==> src/rtl/fill_write_arbiter_pkg.sv <==
// Shared types for the fill/write arbiter: AXI word widths, packed {addr,data}
// word layout, source IDs and FSM states.
`ifndef AXI_ADDR_WIDTH
`define AXI_ADDR_WIDTH 32
`endif
`ifndef AXI_DATA_WIDTH
`define AXI_DATA_WIDTH 64
`endif

package fill_write_arbiter_pkg;

    localparam int AXI_ADDR_WIDTH = `AXI_ADDR_WIDTH;
    localparam int AXI_DATA_WIDTH = `AXI_DATA_WIDTH;

    // Word layout shared with the read-miss handler and ROB: address in the MSBs.
    typedef struct packed {
        logic [AXI_ADDR_WIDTH-1:0] addr;
        logic [AXI_DATA_WIDTH-1:0] data;
    } axi_word_t;

    typedef enum logic {
        SRC_FILL = 1'b0,
        SRC_WR   = 1'b1
    } src_id_e;

    typedef enum logic {
        S_IDLE  = 1'b0,
        S_ISSUE = 1'b1
    } state_e;

    function automatic int cnt_width(input int max_out);
        return $clog2(max_out + 1);
    endfunction

endpackage

==> src/rtl/fill_write_arbiter_if.sv <==
// Bundle of the two source handshakes plus the AXI-style AW/W/B channels.
// master = the arbiter side, slave = the surrounding sources and memory controller.
interface fill_write_arbiter_if
    import fill_write_arbiter_pkg::*;
#(
    parameter int ADDR_WIDTH  = AXI_ADDR_WIDTH,
    parameter int DATA_WIDTH  = AXI_DATA_WIDTH,
    parameter int WDATA_WIDTH = ADDR_WIDTH + DATA_WIDTH
);
    logic                   fill_valid_i;
    logic                   fill_ready_o;
    logic [WDATA_WIDTH-1:0] fill_wdata_i;
    logic                   wr_valid_i;
    logic                   wr_ready_o;
    logic [WDATA_WIDTH-1:0] wr_wdata_i;
    logic                   aw_valid_o;
    logic                   aw_ready_i;
    logic [ADDR_WIDTH-1:0]  aw_addr_o;
    logic                   w_valid_o;
    logic                   w_ready_i;
    logic [DATA_WIDTH-1:0]  w_data_o;
    logic                   b_valid_i;
    logic                   b_ready_o;
    logic                   busy_o;

    modport master (
        input  fill_valid_i, fill_wdata_i, wr_valid_i, wr_wdata_i,
        input  aw_ready_i, w_ready_i, b_valid_i,
        output fill_ready_o, wr_ready_o, aw_valid_o, aw_addr_o,
        output w_valid_o, w_data_o, b_ready_o, busy_o
    );

    modport slave (
        output fill_valid_i, fill_wdata_i, wr_valid_i, wr_wdata_i,
        output aw_ready_i, w_ready_i, b_valid_i,
        input  fill_ready_o, wr_ready_o, aw_valid_o, aw_addr_o,
        input  w_valid_o, w_data_o, b_ready_o, busy_o
    );
endinterface

==> src/rtl/fill_write_arbiter_rr_arbiter2.sv <==
// Two-requester round-robin grant; on a tie the source that did not win last
// time is granted. Grants are combinational, rr_last is registered.
module rr_arbiter2
    import fill_write_arbiter_pkg::*;
(
    input  logic clk,
    input  logic rst_n,
    input  logic allow_i,
    input  logic req_fill_i,
    input  logic req_wr_i,
    output logic gnt_fill_o,
    output logic gnt_wr_o
);
    src_id_e rr_last_q;
    src_id_e rr_last_d;

    always_comb begin
        gnt_fill_o = 1'b0;
        gnt_wr_o   = 1'b0;
        rr_last_d  = rr_last_q;
        if (allow_i) begin
            if (req_fill_i && req_wr_i) begin
                if (rr_last_q == SRC_WR) gnt_fill_o = 1'b1;
                else                     gnt_wr_o   = 1'b1;
            end else if (req_fill_i) begin
                gnt_fill_o = 1'b1;
            end else if (req_wr_i) begin
                gnt_wr_o = 1'b1;
            end
        end
        if (gnt_fill_o) rr_last_d = SRC_FILL;
        if (gnt_wr_o)   rr_last_d = SRC_WR;
    end

    // Reset to SRC_WR so the fill stream wins the first tie.
    always_ff @(posedge clk or negedge rst_n) begin
        if (!rst_n) rr_last_q <= SRC_WR;
        else        rr_last_q <= rr_last_d;
    end
endmodule

==> src/rtl/fill_write_arbiter.sv <==
// Arbitrates read-miss fill words against write-path words and issues each
// winner as one AW+W write, bounding writes still awaiting their B response.
module fill_write_arbiter
    import fill_write_arbiter_pkg::*;
#(
    parameter int ADDR_WIDTH      = AXI_ADDR_WIDTH,
    parameter int DATA_WIDTH      = AXI_DATA_WIDTH,
    parameter int WDATA_WIDTH     = ADDR_WIDTH + DATA_WIDTH,
    parameter int MAX_OUTSTANDING = 4
)(
    input  logic                 clk,
    input  logic                 rst_n,
    fill_write_arbiter_if.master bus
);
    localparam int              CNT_W   = cnt_width(MAX_OUTSTANDING);
    localparam logic [CNT_W-1:0] CNT_MAX = CNT_W'(MAX_OUTSTANDING);

    state_e                 state_q, state_d;
    logic                   aw_valid_q, aw_valid_d;
    logic                   w_valid_q, w_valid_d;
    logic [ADDR_WIDTH-1:0]  addr_q, addr_d;
    logic [DATA_WIDTH-1:0]  data_q, data_d;
    logic [CNT_W-1:0]       cnt_q, cnt_d;

    logic                   grant_allow;
    logic                   gnt_fill;
    logic                   gnt_wr;
    logic [WDATA_WIDTH-1:0] sel_word;
    logic                   issue_done;
    logic                   b_take;

    // rst_n gates the grant so no ready can leak out while reset is held.
    assign grant_allow = rst_n && (state_q == S_IDLE) && (cnt_q < CNT_MAX);

    rr_arbiter2 u_rr (
        .clk        (clk),
        .rst_n      (rst_n),
        .allow_i    (grant_allow),
        .req_fill_i (bus.fill_valid_i),
        .req_wr_i   (bus.wr_valid_i),
        .gnt_fill_o (gnt_fill),
        .gnt_wr_o   (gnt_wr)
    );

    assign sel_word = gnt_fill ? bus.fill_wdata_i : bus.wr_wdata_i;

    // A cleared valid flag means that channel's handshake already finished.
    assign issue_done = (state_q == S_ISSUE)
                     && (!aw_valid_q || bus.aw_ready_i)
                     && (!w_valid_q  || bus.w_ready_i);

    // A B with nothing outstanding is a protocol error; ignore it instead of wrapping.
    assign b_take = bus.b_valid_i && (cnt_q != '0);

    always_comb begin
        state_d    = state_q;
        aw_valid_d = aw_valid_q;
        w_valid_d  = w_valid_q;
        addr_d     = addr_q;
        data_d     = data_q;
        cnt_d      = cnt_q;

        case (state_q)
            S_IDLE: begin
                if (gnt_fill || gnt_wr) begin
                    addr_d     = sel_word[WDATA_WIDTH-1 -: ADDR_WIDTH];
                    data_d     = sel_word[DATA_WIDTH-1:0];
                    aw_valid_d = 1'b1;
                    w_valid_d  = 1'b1;
                    state_d    = S_ISSUE;
                end
            end
            S_ISSUE: begin
                if (aw_valid_q && bus.aw_ready_i) aw_valid_d = 1'b0;
                if (w_valid_q && bus.w_ready_i)   w_valid_d  = 1'b0;
                if (issue_done)                   state_d    = S_IDLE;
            end
            default: state_d = S_IDLE;
        endcase

        case ({issue_done, b_take})
            2'b10:   cnt_d = cnt_q + 1'b1;
            2'b01:   cnt_d = cnt_q - 1'b1;
            default: cnt_d = cnt_q;
        endcase
    end

    always_ff @(posedge clk or negedge rst_n) begin
        if (!rst_n) begin
            state_q    <= S_IDLE;
            aw_valid_q <= 1'b0;
            w_valid_q  <= 1'b0;
            addr_q     <= '0;
            data_q     <= '0;
            cnt_q      <= '0;
        end else begin
            state_q    <= state_d;
            aw_valid_q <= aw_valid_d;
            w_valid_q  <= w_valid_d;
            addr_q     <= addr_d;
            data_q     <= data_d;
            cnt_q      <= cnt_d;
        end
    end

    assign bus.fill_ready_o = gnt_fill;
    assign bus.wr_ready_o   = gnt_wr;
    assign bus.aw_valid_o   = aw_valid_q;
    assign bus.aw_addr_o    = addr_q;
    assign bus.w_valid_o    = w_valid_q;
    assign bus.w_data_o     = data_q;
    assign bus.b_ready_o    = 1'b1;
    assign bus.busy_o       = (state_q != S_IDLE) || (cnt_q != '0);
endmodule

==> src/flat_wrapper.sv <==
// flat-port wrapper written by rule: the top's interface ports become plain ports
module fill_write_arbiter_flat import fill_write_arbiter_pkg::*;
#(
    parameter int ADDR_WIDTH      = AXI_ADDR_WIDTH,
    parameter int DATA_WIDTH      = AXI_DATA_WIDTH,
    parameter int WDATA_WIDTH     = ADDR_WIDTH + DATA_WIDTH,
    parameter int MAX_OUTSTANDING = 4
)
  (clk, rst_n, bus_fill_valid_i, bus_fill_wdata_i, bus_wr_valid_i, bus_wr_wdata_i, bus_aw_ready_i, bus_w_ready_i, bus_b_valid_i, bus_fill_ready_o, bus_wr_ready_o, bus_aw_valid_o, bus_aw_addr_o, bus_w_valid_o, bus_w_data_o, bus_b_ready_o, bus_busy_o);
  fill_write_arbiter_if #(.ADDR_WIDTH(ADDR_WIDTH), .DATA_WIDTH(DATA_WIDTH), .WDATA_WIDTH(WDATA_WIDTH)) bus_i ();
  input  logic clk;
  input  logic rst_n;
  input wire logic [$bits(bus_i.fill_valid_i)-1:0] bus_fill_valid_i;
  input wire logic [$bits(bus_i.fill_wdata_i)-1:0] bus_fill_wdata_i;
  input wire logic [$bits(bus_i.wr_valid_i)-1:0] bus_wr_valid_i;
  input wire logic [$bits(bus_i.wr_wdata_i)-1:0] bus_wr_wdata_i;
  input wire logic [$bits(bus_i.aw_ready_i)-1:0] bus_aw_ready_i;
  input wire logic [$bits(bus_i.w_ready_i)-1:0] bus_w_ready_i;
  input wire logic [$bits(bus_i.b_valid_i)-1:0] bus_b_valid_i;
  output wire logic [$bits(bus_i.fill_ready_o)-1:0] bus_fill_ready_o;
  output wire logic [$bits(bus_i.wr_ready_o)-1:0] bus_wr_ready_o;
  output wire logic [$bits(bus_i.aw_valid_o)-1:0] bus_aw_valid_o;
  output wire logic [$bits(bus_i.aw_addr_o)-1:0] bus_aw_addr_o;
  output wire logic [$bits(bus_i.w_valid_o)-1:0] bus_w_valid_o;
  output wire logic [$bits(bus_i.w_data_o)-1:0] bus_w_data_o;
  output wire logic [$bits(bus_i.b_ready_o)-1:0] bus_b_ready_o;
  output wire logic [$bits(bus_i.busy_o)-1:0] bus_busy_o;
  assign bus_i.fill_valid_i = bus_fill_valid_i;
  assign bus_i.fill_wdata_i = bus_fill_wdata_i;
  assign bus_i.wr_valid_i = bus_wr_valid_i;
  assign bus_i.wr_wdata_i = bus_wr_wdata_i;
  assign bus_i.aw_ready_i = bus_aw_ready_i;
  assign bus_i.w_ready_i = bus_w_ready_i;
  assign bus_i.b_valid_i = bus_b_valid_i;
  assign bus_fill_ready_o = bus_i.fill_ready_o;
  assign bus_wr_ready_o = bus_i.wr_ready_o;
  assign bus_aw_valid_o = bus_i.aw_valid_o;
  assign bus_aw_addr_o = bus_i.aw_addr_o;
  assign bus_w_valid_o = bus_i.w_valid_o;
  assign bus_w_data_o = bus_i.w_data_o;
  assign bus_b_ready_o = bus_i.b_ready_o;
  assign bus_busy_o = bus_i.busy_o;
  fill_write_arbiter #(.ADDR_WIDTH(ADDR_WIDTH), .DATA_WIDTH(DATA_WIDTH), .WDATA_WIDTH(WDATA_WIDTH), .MAX_OUTSTANDING(MAX_OUTSTANDING)) u_core (.clk(clk), .rst_n(rst_n), .bus(bus_i));
endmodule
==> config.mk <==
export PLATFORM = sky130hd
export DESIGN_NAME = fill_write_arbiter_flat
export DESIGN_NICKNAME = d
export VERILOG_FILES = /design/src/rtl/fill_write_arbiter_pkg.sv /design/src/rtl/fill_write_arbiter_if.sv /design/src/rtl/fill_write_arbiter_rr_arbiter2.sv /design/src/rtl/fill_write_arbiter.sv /design/src/flat_wrapper.sv
export SDC_FILE = /design/constraint.sdc
export NUM_CORES = 1
export LEC_CHECK = 0
export CORE_MARGIN = 5
export CORE_UTILIZATION = 40
export CTS_BUF_LIST = sky130_fd_sc_hd__clkbuf_4 sky130_fd_sc_hd__clkbuf_8
export DETAILED_ROUTE_END_ITERATION = 16
export PLACE_DENSITY = 0.86
export SKIP_LAST_GASP = 1
export SYNTH_ARGS = -nofsm -noshare
export SYNTH_HDL_FRONTEND = slang
export SYNTH_SLANG_ARGS = --single-unit
==> constraint.sdc <==
create_clock -name clk -period 1.9 [get_ports clk]
set_input_delay 0.285 -clock clk [delete_from_list [all_inputs] [get_ports clk]]
set_output_delay 0.285 -clock clk [all_outputs]
set_load 0.05 [all_outputs]
==> out/metrics.yaml <==
run_status:
  outcome: "complete, but fails checks"
  violations: "negative setup slack"
cells_and_area:
  final_common_cell: "clkdlybuf4s50_1"
  drive_gt1_share_pct: 11.7
  multi_input_area_sq_um: 2740
  mostFrequentLayoutCells: "clkdlybuf4s50_1, dfrtp_1, a21oi_1, a31oi_1, nand4_1"
  final_util_pct: 67.8
  syn_to_final_growth_pct: 66.2
  fillers: 1097
  seq_area_sq_um: 2580
  nets: 1080
grt:
  grt_use_total_pct: 25.8
  grt_pass1_vias: 6269
  grt_util_met3_pct: 8.26
  busiest_layer: "met2"
  antenna_found_initial: 1
  grt_max_degree: 58
  met2_usage_pct: 41.7
  grt_overflow: 0
  use_met1_pct: 32.1
  grt_pass1_wl_um: 34400
routing:
  wl_per_cell_um: 21.7
  drc: 0
  initialDrtViolationCount: 649
  wl_um: 23100
  ant_nets: 0
  first_pass_iters: 5
  via_per_inst: 6.11
  num_vias: 6508
logic_synthesis:
  avgSynthCellArea_sq_um: 9.17
  synth-simple-area-share_pct: 11.9
  synth_seq_cells: 103
  synth_top_family_by_area: "compound AO/OA/AOI/OAI gates"
  yosys.area_share.xor_xnor_pct: 0.464
  synthMuxAreaShare_pct: 0.177
  synthCells: 618
  synth_edf_count: 0
  synth-compound-area-share_pct: 33.0
  yosysSeqAreaShare_pct: 45.5
  synth-adder-area-share_pct: 0.574
  netlist_area_sq_um: 5660
  yosys_warnings: 0
  async_flop_share_pct: 100
  ys.flop_type: "dfrtp_1"
  synth_cell_types: 33
  synth_nets: 819
clock_network:
  cts_buffers: 9
  cts_tree: "built"
  path_clk_slew_ns: 0.09
  clock_path_buffers: 2
  clock-sinks: 103
  clock_latency_ns: 0.38
  cts_max_level: 3
  cts_root_buffer: "clkbuf_8"
floorplanning:
  die_y_um: 129
  die-area_sq_um: 16600
  rows: 43
  io-pin-count: 301
  initial_core_util_pct: 40.8
  fp.dieW_um: 129
  fp.coreArea_sq_um: 13900
hold_path:
  hold_path.class: "in -> async"
setup_path:
  r2r_slack_ns: 0.05
  start_kind: "flop"
  worstPathRequired_ns: 1.62
  critPathKind: "reg -> out"
  critPathMaxFanout: 4
  endpoint_kind: "output pin"
  cp.arrival_ns: 1.62
timing:
  slew_viol_final: 0
  finalHoldViolations: 0
  period_needed_ns: 1.91
  tightest_slew_ns: 0.776
  setup_ws_ns: -0.00818
  setup_violations: 1
  rsz0062_at_grt: "yes"
  max_freq_mhz: 524
  slew_headroom_pct: 48.3
  period_share_pct: 100
  finalClockSkew_ns: 0.00765
  hold_slack_ns: 0.112
placement:
  place_hpwl_um: 15200
  numPortBuffers: 299
  gp_congestion: 0.927
pwr:
  pwr_density_cell_nw_per_um2: 1650
  ir_drop_uv: 1100
  p_leak_nw: 3.59
job:
  drv_cap: 0
[sequential cells by signal (all words and copies together), names as in the netlist]
signal                 flops
u_core.bus.aw_addr_o      32
u_core.bus.aw_valid_o      1
u_core.bus.w_data_o       64
u_core.bus.w_valid_o       1
u_core.cnt_q               3
u_core.state_q             1
u_core.u_rr.rr_last_q      1
[cells in the mapped netlist (2+ instances only)]
master | count | area [sq um]
a21o_1 | 3 | 22.5
o31ai_2 | 2 | 25.0
inv_1 | 5 | 18.8
clkbuf_1 | 58 | 218
a21oi_1 | 98 | 490
nand2_1 | 3 | 11.3
nand4_1 | 96 | 601
buf_2 | 22 | 110
buf_4 | 2 | 15.0
o31ai_1 | 94 | 706
a31oi_1 | 97 | 607
buf_6 | 6 | 67.6
dfrtp_1 | 102 | 2550
buf_1 | 10 | 37.5
xor2_1 | 2 | 17.5
[kinds of logic (layout without fill, tap and decap cells)]
family          Yosys count  in the layout
flops                   103            103
mux                       1              1
compound gates          296            296
fa+ha+maj                 2              2
xor+xnor                  3              3
simple gates            108            110
buf+inv                 104            368
other cells               1              2
[critical path: stages, from the launching register on]
cell and delay (ns):
dfrtp_2 0.45, or3b_4 0.46, nor3_4 0.18, buf_12 0.16
[final timing paths]
check                                                  from                                   end  cells past startpoint
setup / recovery                u_core.cnt_q[2]$_DFFE_PN0P_                      bus_fill_ready_o                      3
hold / removal                                        rst_n   u_core.bus.w_data_o[22]$_DFFE_PN0P_                      2
setup reg to reg                u_core.cnt_q[2]$_DFFE_PN0P_   u_core.bus.w_data_o[62]$_DFFE_PN0P_                      5
hold reg to reg            u_core.bus.w_valid_o$_DFFE_PN0P_      u_core.bus.w_valid_o$_DFFE_PN0P_                      1
max in group asynchronous                             rst_n  u_core.bus.aw_addr_o[30]$_DFFE_PN0P_                      3
min in group clk                           bus_fill_valid_i   u_core.bus.w_data_o[14]$_DFFE_PN0P_                      4
[power breakdown]
part | total, mW | internal, mW | switching, mW | leakage, nW
clock network | 1.45 | 0.670 | 0.778 | 0.107
logic | 10.1 | 3.53 | 6.59 | 2.34
registers | 3.96 | 3.30 | 0.660 | 1.14
total | 15.5 | 7.50 | 8.03 | 3.59
[per-layer routing]
| metal | routed length [um] | up-vias | share of wire [%] |
|---|---|---|---|
| met5 | 12 | - | 0.052 |
| met4 | 745 | 2 | 3.2 |
| met3 | 2630 | 51 | 11 |
| met2 | 11300 | 398 | 49 |
| met1 | 8410 | 3064 | 36 |
| li1 | - | 2993 | - |
[cell type report]
cell class	instances	area share, %
clock buffers	12	1.62
inverters	6	0.252
well taps	180	2.39
flip-flops and latches	103	27.4
multi-input cells	413	29.1
clock inverters	4	0.478
diodes	1	0.0266
repair buffers	346	38.7
[metrics by stage]
stage	cell area (sq um)	total power [mW]	setup WS (ns)	setup TNS [ns]	std cells
2_1_floorplan	5700	10.2	-0.00174	-0.00174	618
3_3_place_gp	8950	13.7	-0.232	-0.262	1037
3_5_place_dp	8950	13.9	-0.231	-0.328	1037
4_1_cts	9210	15.4	-0.0311	-0.0311	1061
5_1_grt	9410	16.3	-0.0886	-0.236	1064
6_report	9420	15.5	-0.00818	-0.00818	1065
[repair_timing]
action	4_1_cts	5_1_grt
gates cloned	1	2
endpoints found under the setup margin	9	74
setup buffers	7	0
pin swaps	2	7
resized for setup	5	49
hold endpoints to repair	2	2
Power figures use the tool's default switching activity.
